<file path="config.mk">
export PLATFORM = sky130hd
export DESIGN_NAME = dyser_input_queue
export DESIGN_NICKNAME = d
export VERILOG_FILES = /design/src/rtl/dyser_input_queue.sv
export SDC_FILE = /design/constraint.sdc
export NUM_CORES = 2
export LEC_CHECK = 0
export BUFFER_PORTS_ARGS = -buffer_cell sky130_fd_sc_hd__buf_2
export CAP_MARGIN = 0
export CORE_MARGIN = 3
export CORE_UTILIZATION = 30
export DETAILED_ROUTE_END_ITERATION = 6
export PLACE_DENSITY = 0.52
export SLEW_MARGIN = 20
export SYNTH_ARGS = -nofsm -noshare
export SYNTH_HDL_FRONTEND = slang
export SYNTH_SLANG_ARGS = --single-unit
</file>
<file path="constraint.sdc">
create_clock -name clk -period 13.88 [get_ports clk]
set_input_delay 0.694 -clock clk [delete_from_list [all_inputs] [get_ports clk]]
set_output_delay 0.694 -clock clk [all_outputs]
set_load 0.005 [all_outputs]
</file>
<file path="src/rtl/dyser_input_queue.sv">
// Dual-lane CPU-to-fabric input queue: one circular FIFO per fabric port,
// all-or-nothing enqueue of up to two lanes per cycle, per-port pop, commit flush.
module dyser_input_queue #(
   parameter  int DATA_W = 64,
   parameter  int NPORTS = 8,
   parameter  int DEPTH  = 4,
   localparam int PW     = $clog2(NPORTS)
) (
   input  logic                     clk,
   input  logic                     rst,
   input  logic                     send_en0,
   input  logic                     send_en1,
   input  logic [PW-1:0]            send_port_r0,
   input  logic [PW-1:0]            send_port_r1,
   input  logic [DATA_W-1:0]        send_data_r0,
   input  logic [DATA_W-1:0]        send_data_r1,
   output logic                     send_stall,
   input  logic                     commit,
   output logic [NPORTS-1:0]        out_valid,
   output logic [NPORTS*DATA_W-1:0] out_data,
   input  logic [NPORTS-1:0]        out_ready,
   output logic                     all_empty
);

   localparam int AW = $clog2(DEPTH);
   localparam int CW = $clog2(DEPTH + 1);

   logic [DATA_W-1:0] r_mem [NPORTS][DEPTH];
   logic [CW-1:0]     r_cnt [NPORTS];
   logic [AW-1:0]     r_wr  [NPORTS];
   logic [AW-1:0]     r_rd  [NPORTS];

   logic [1:0]        w_need    [NPORTS];
   logic [1:0]        w_push    [NPORTS];
   logic [CW-1:0]     w_cnt_nxt [NPORTS];
   logic [AW-1:0]     w_wr_nxt  [NPORTS];
   logic [AW-1:0]     w_rd_nxt  [NPORTS];
   logic [NPORTS-1:0] w_over;
   logic [NPORTS-1:0] w_pop;
   logic              w_stall;
   logic              w_acc0;
   logic              w_acc1;
   logic              w_same;

   // Space check uses the registered count only; a same-cycle pop earns no credit.
   always_comb begin
      w_over = '0;
      w_pop  = '0;
      for (int p = 0; p < NPORTS; p++) begin
         w_need[p] = {1'b0, send_en0 && (send_port_r0 == PW'(p))}
                   + {1'b0, send_en1 && (send_port_r1 == PW'(p))};
         w_over[p] = CW'(w_need[p]) > (CW'(DEPTH) - r_cnt[p]);
         w_pop[p]  = out_valid[p] & out_ready[p];
      end
   end

   assign w_stall    = rst | commit | (|w_over);
   assign send_stall = w_stall;
   assign w_acc0     = send_en0 & ~w_stall;
   assign w_acc1     = send_en1 & ~w_stall;
   assign w_same     = send_en0 && (send_port_r0 == send_port_r1);

   always_comb begin
      for (int p = 0; p < NPORTS; p++) begin
         w_push[p]    = w_stall ? 2'd0 : w_need[p];
         w_cnt_nxt[p] = r_cnt[p] + CW'(w_push[p]) - CW'(w_pop[p]);
         w_wr_nxt[p]  = r_wr[p] + AW'(w_push[p]);
         w_rd_nxt[p]  = r_rd[p] + AW'(w_pop[p]);
      end
   end

   always_ff @(posedge clk) begin
      for (int p = 0; p < NPORTS; p++) begin
         if (rst || commit) begin
            r_cnt[p] <= '0;
            r_wr[p]  <= '0;
            r_rd[p]  <= '0;
         end else begin
            r_cnt[p] <= w_cnt_nxt[p];
            r_wr[p]  <= w_wr_nxt[p];
            r_rd[p]  <= w_rd_nxt[p];
         end
      end
   end

   // Storage is not reset; lane 1 lands one slot after lane 0 when they share a port.
   always_ff @(posedge clk) begin
      for (int p = 0; p < NPORTS; p++) begin
         if (w_acc0 && (send_port_r0 == PW'(p)))
            r_mem[p][r_wr[p]] <= send_data_r0;
         if (w_acc1 && (send_port_r1 == PW'(p)))
            r_mem[p][w_same ? r_wr[p] + AW'(1) : r_wr[p]] <= send_data_r1;
      end
   end

   always_comb begin
      out_valid = '0;
      out_data  = '0;
      for (int p = 0; p < NPORTS; p++) begin
         out_valid[p] = (r_cnt[p] != '0);
         if (r_cnt[p] != '0)
            out_data[p*DATA_W +: DATA_W] = r_mem[p][r_rd[p]];
      end
   end

   assign all_empty = ~|out_valid;

endmodule

</file>
==> flow_summary_export.csv <==
group,metric,value,unit
floorplan,floorplan.rows,219,
route,drt-wirelength-per-cell,36.3,microns
sta,period_minus_slack,5.36,ns
sta,timing.final.crit_share,38.6,%
logic_synthesis,syn_area,108000,sq um
logic_synthesis,syn_avg_cell_area,16.7,sq um
placement,port_buffers,668,
clocking,cts_max_level,4,
power,intPower,10900,uW
clocking,clock_latency,0.92,ns
logic_synthesis,synth_top_area_share,56.9,%
floorplan,initial_core_util,30.2,%
global_route,grt_antenna_before_repair,66,
sta,fmax,186,MHz
global_route,grt_usage,22.6,%
floorplan,core_area,357000,sq um
critical_path,cp_max_fo,31,
clocking,cts.repair.resized,0,
power,power_density,115,nW/um^2
critical_path,required,14.50,ns
logic_synthesis,synth_ff_type,"edfxtp_1",
global_route,overflow,0,
outcome,status,"finished, final reports clean",
sta,drv_slew,0,
clocking,cts_root_buffer,"clkbuf_16",
power,p_seq_share,49.7,%
job,maxCapViolCount,0,
route,drt_iter0_markers,6226,
sta,fin_worst_skew,0.0465,ns
logic_synthesis,synth-async-reset-ratio,0,%
logic_synthesis,synth_seq_area_share,58.0,%
floorplan,fp.dieH,606,microns
global_route,first_global_vias,64900,
sta,worst_slew_pin_slew,1.16,ns
finish,num-fill-cells,34500,
critical_path,critical_path_class,"register to register",
sta,maxSlewHeadroom,22.7,%
clocking,cts_num_sinks,2104,
finish,final_core_util,34.4,%
clocking,ctsLongestPathBuffers,4,
sta,hold_ws,0.375,ns
logic_synthesis,synth-edff-count,2048,
finish,syn_to_final_growth,13.7,%
power,irDropWorstVdd,0.0960,mV
sta,setup_violations,0,
clocking,cts_tree,"done",
power,p_switching,3240,uW
logic_synthesis,synth_top_area_cell,"edfxtp_1",
logic_synthesis,synthCells,6461,
hold_path,holdCritPathClass,"input pin to register",
floorplan,die_w,606,microns
logic_synthesis,ys.warnings.count,0,
sta,fin_tns_setup,0,ns
route,num_vias,62900,
route,wirelength,424000,microns
finish,layout-drive-gt1-share,53.0,%
route,drc,0,
logic_synthesis,syn_nets,6721,
clocking,hold_buffers,0,
power,combPwrFrac,6.1,%
critical_path,critPathCaptureType,"register",
global_route,grt_max_degree,66,
logic_synthesis,ys_ff_latch,2104,
power,swShare,23.0,%
floorplan,die_area,367000,sq um
critical_path,crit_arrival,5.99,ns
critical_path,crit_path_start_kind,"register",
power,leakagePower,0.0409,uW
power,clockPowerShare,44.2,%
clocking,cts_buffers,240,
power,p_total,14100,uW
logic_synthesis,yosys-top-cells-area,"edfxtp_1, mux2_2, mux4_2",
route,ant_nets,0,
clocking,post_cts_buffers,0,
clocking,clkSlewWorstSetupHoldPaths,0.06,ns
global_route,grt_pass1_wl,573000,microns
floorplan,ioPinCount,669,
placement,dpl.cell_count,11200,
route,drtPass1Iterations,6,
sta,rsz0062_at_grt,"false",
finish,nNetsFinal,6980,
route,routed_via_density,5.38,
logic_synthesis,synthDistinctLibCells,52,
placement,place_congestion,0.835,
finish,instances_no_fill,11700,
sta,finalHoldViolCount,0,
placement,place_hpwl,266000,microns
## registers in the layout (all words and copies together) (netlist names)
name   cells
r_cnt     24
r_mem   2048
r_rd      16
r_wr      16
## Yosys cell counts, types with 4 or more instances
library cell,instances
nand4_1,14
mux2_4,49
buf_6,11
mux2_2,1899
mux2i_1,10
ha_1,105
edfxtp_1,2048
buf_1,49
buf_4,112
o21ai_0,7
fa_1,8
dfxtp_1,56
nor2_1,38
inv_1,75
nand2b_1,12
nand3_1,9
nor3_1,14
xnor2_1,35
and2_1,547
nand2_1,41
a31o_2,10
nor2b_1,9
a21o_1,9
mux4_2,512
xor2_1,9
a21oi_1,7
buf_2,90
clkbuf_1,523
a41oi_1,4
buf_8,5
mux2_1,108
nor3_2,5
## final cells by class
type                    instances  area, sq um  area share [%]
diodes                         26         65.1          0.0530
multi-input cells            3489        41900            34.1
repair buffers                807         4520            3.68
clock inverters               127         1170           0.953
well taps                    4751         5940            4.84
flip-flops and latches       2104        62700            51.0
clock buffers                 307         6280            5.11
inverters                      78          307           0.249
## per-layer routing
layer	GRT usage (%)	up-vias	wire length (microns)
met4	11.0	8	23000
met3	3.22	625	24500
li1	-	25500	-
met5	0	-	56
met1	27.9	34200	165000
met2	38.7	2503	212000
## power groups by stage
stage / clock network, uW / registers, uW / logic (uW)
4_1_cts: 6360 / 7000 / 871
5_1_grt: 6600 / 7000 / 921
6_report: 6230 / 7000 / 863
2_1_floorplan: 0 / 7130 / 517
3_5_place_dp: 0 / 7140 / 868
3_3_place_gp: 0 / 7140 / 848
## cells by family after synthesis
logic type      Yosys count  synth area share, %
fa+ha+maj               113                 1.36
compound gates           41                0.278
buf+inv                 868                 3.64
flops                  2104                 58.0
xor+xnor                 45                0.372
mux                    2578                 32.4
simple gates            712                 4.02
## cells in the final DEF (no fill, tap or decap), drive strengths merged, types with 12 or more instances in the layout
| master | count |
|---|---|
| nand2b | 12 |
| and2 | 547 |
| buf | 807 |
| nor3 | 20 |
| ha | 105 |
| mux2 | 2056 |
| edfxtp | 2048 |
| clkbuf | 307 |
| inv | 78 |
| clkinv | 107 |
| xnor2 | 36 |
| bufinv | 19 |
| nand4 | 14 |
| diode | 26 |
| mux4 | 512 |
| dfxtp | 56 |
| nor2 | 39 |
| nand2 | 41 |
## final timing paths
| check | slack [ns] | startpoint | end | cells past startpoint |
|---|---|---|---|---|
| worst max-delay path | 8.52 | r_cnt[3][0]$_SDFF_PP0_ | r_mem[0][936]$_DFFE_PP_ | 13 |
| worst min-delay path | 0.37 | out_ready[4] | r_rd[2][0]$_SDFF_PP0_ | 4 |
| worst max register to register | 8.52 | r_cnt[3][0]$_SDFF_PP0_ | r_mem[0][936]$_DFFE_PP_ | 13 |
| worst min register to register | 0.53 | r_cnt[0][2]$_SDFF_PP0_ | r_cnt[0][2]$_SDFF_PP0_ | 2 |
## stage by stage
stage	instance area (sq um)	setup slack (ns)
finish	123000	8.52
global route	123000	8.24
CTS	123000	8.46
detailed placement	115000	7.62
global placement	115000	7.63
floorplan	108000	3.66
## critical path, cell delays in order, from the launching register on
cell,delay (ns)
dfxtp_1,0.38
clkinv_1,0.16
ha_1,0.31
inv_1,0.06
ha_1,0.27
o21ai_0,0.12
a2111oi_2,0.57
and3_1,0.27
inv_2,0.04
buf_4,0.35
nor2_4,0.85
buf_4,0.58
buf_4,0.62
mux2_2,0.41
(Power assumes the default switching activity.)
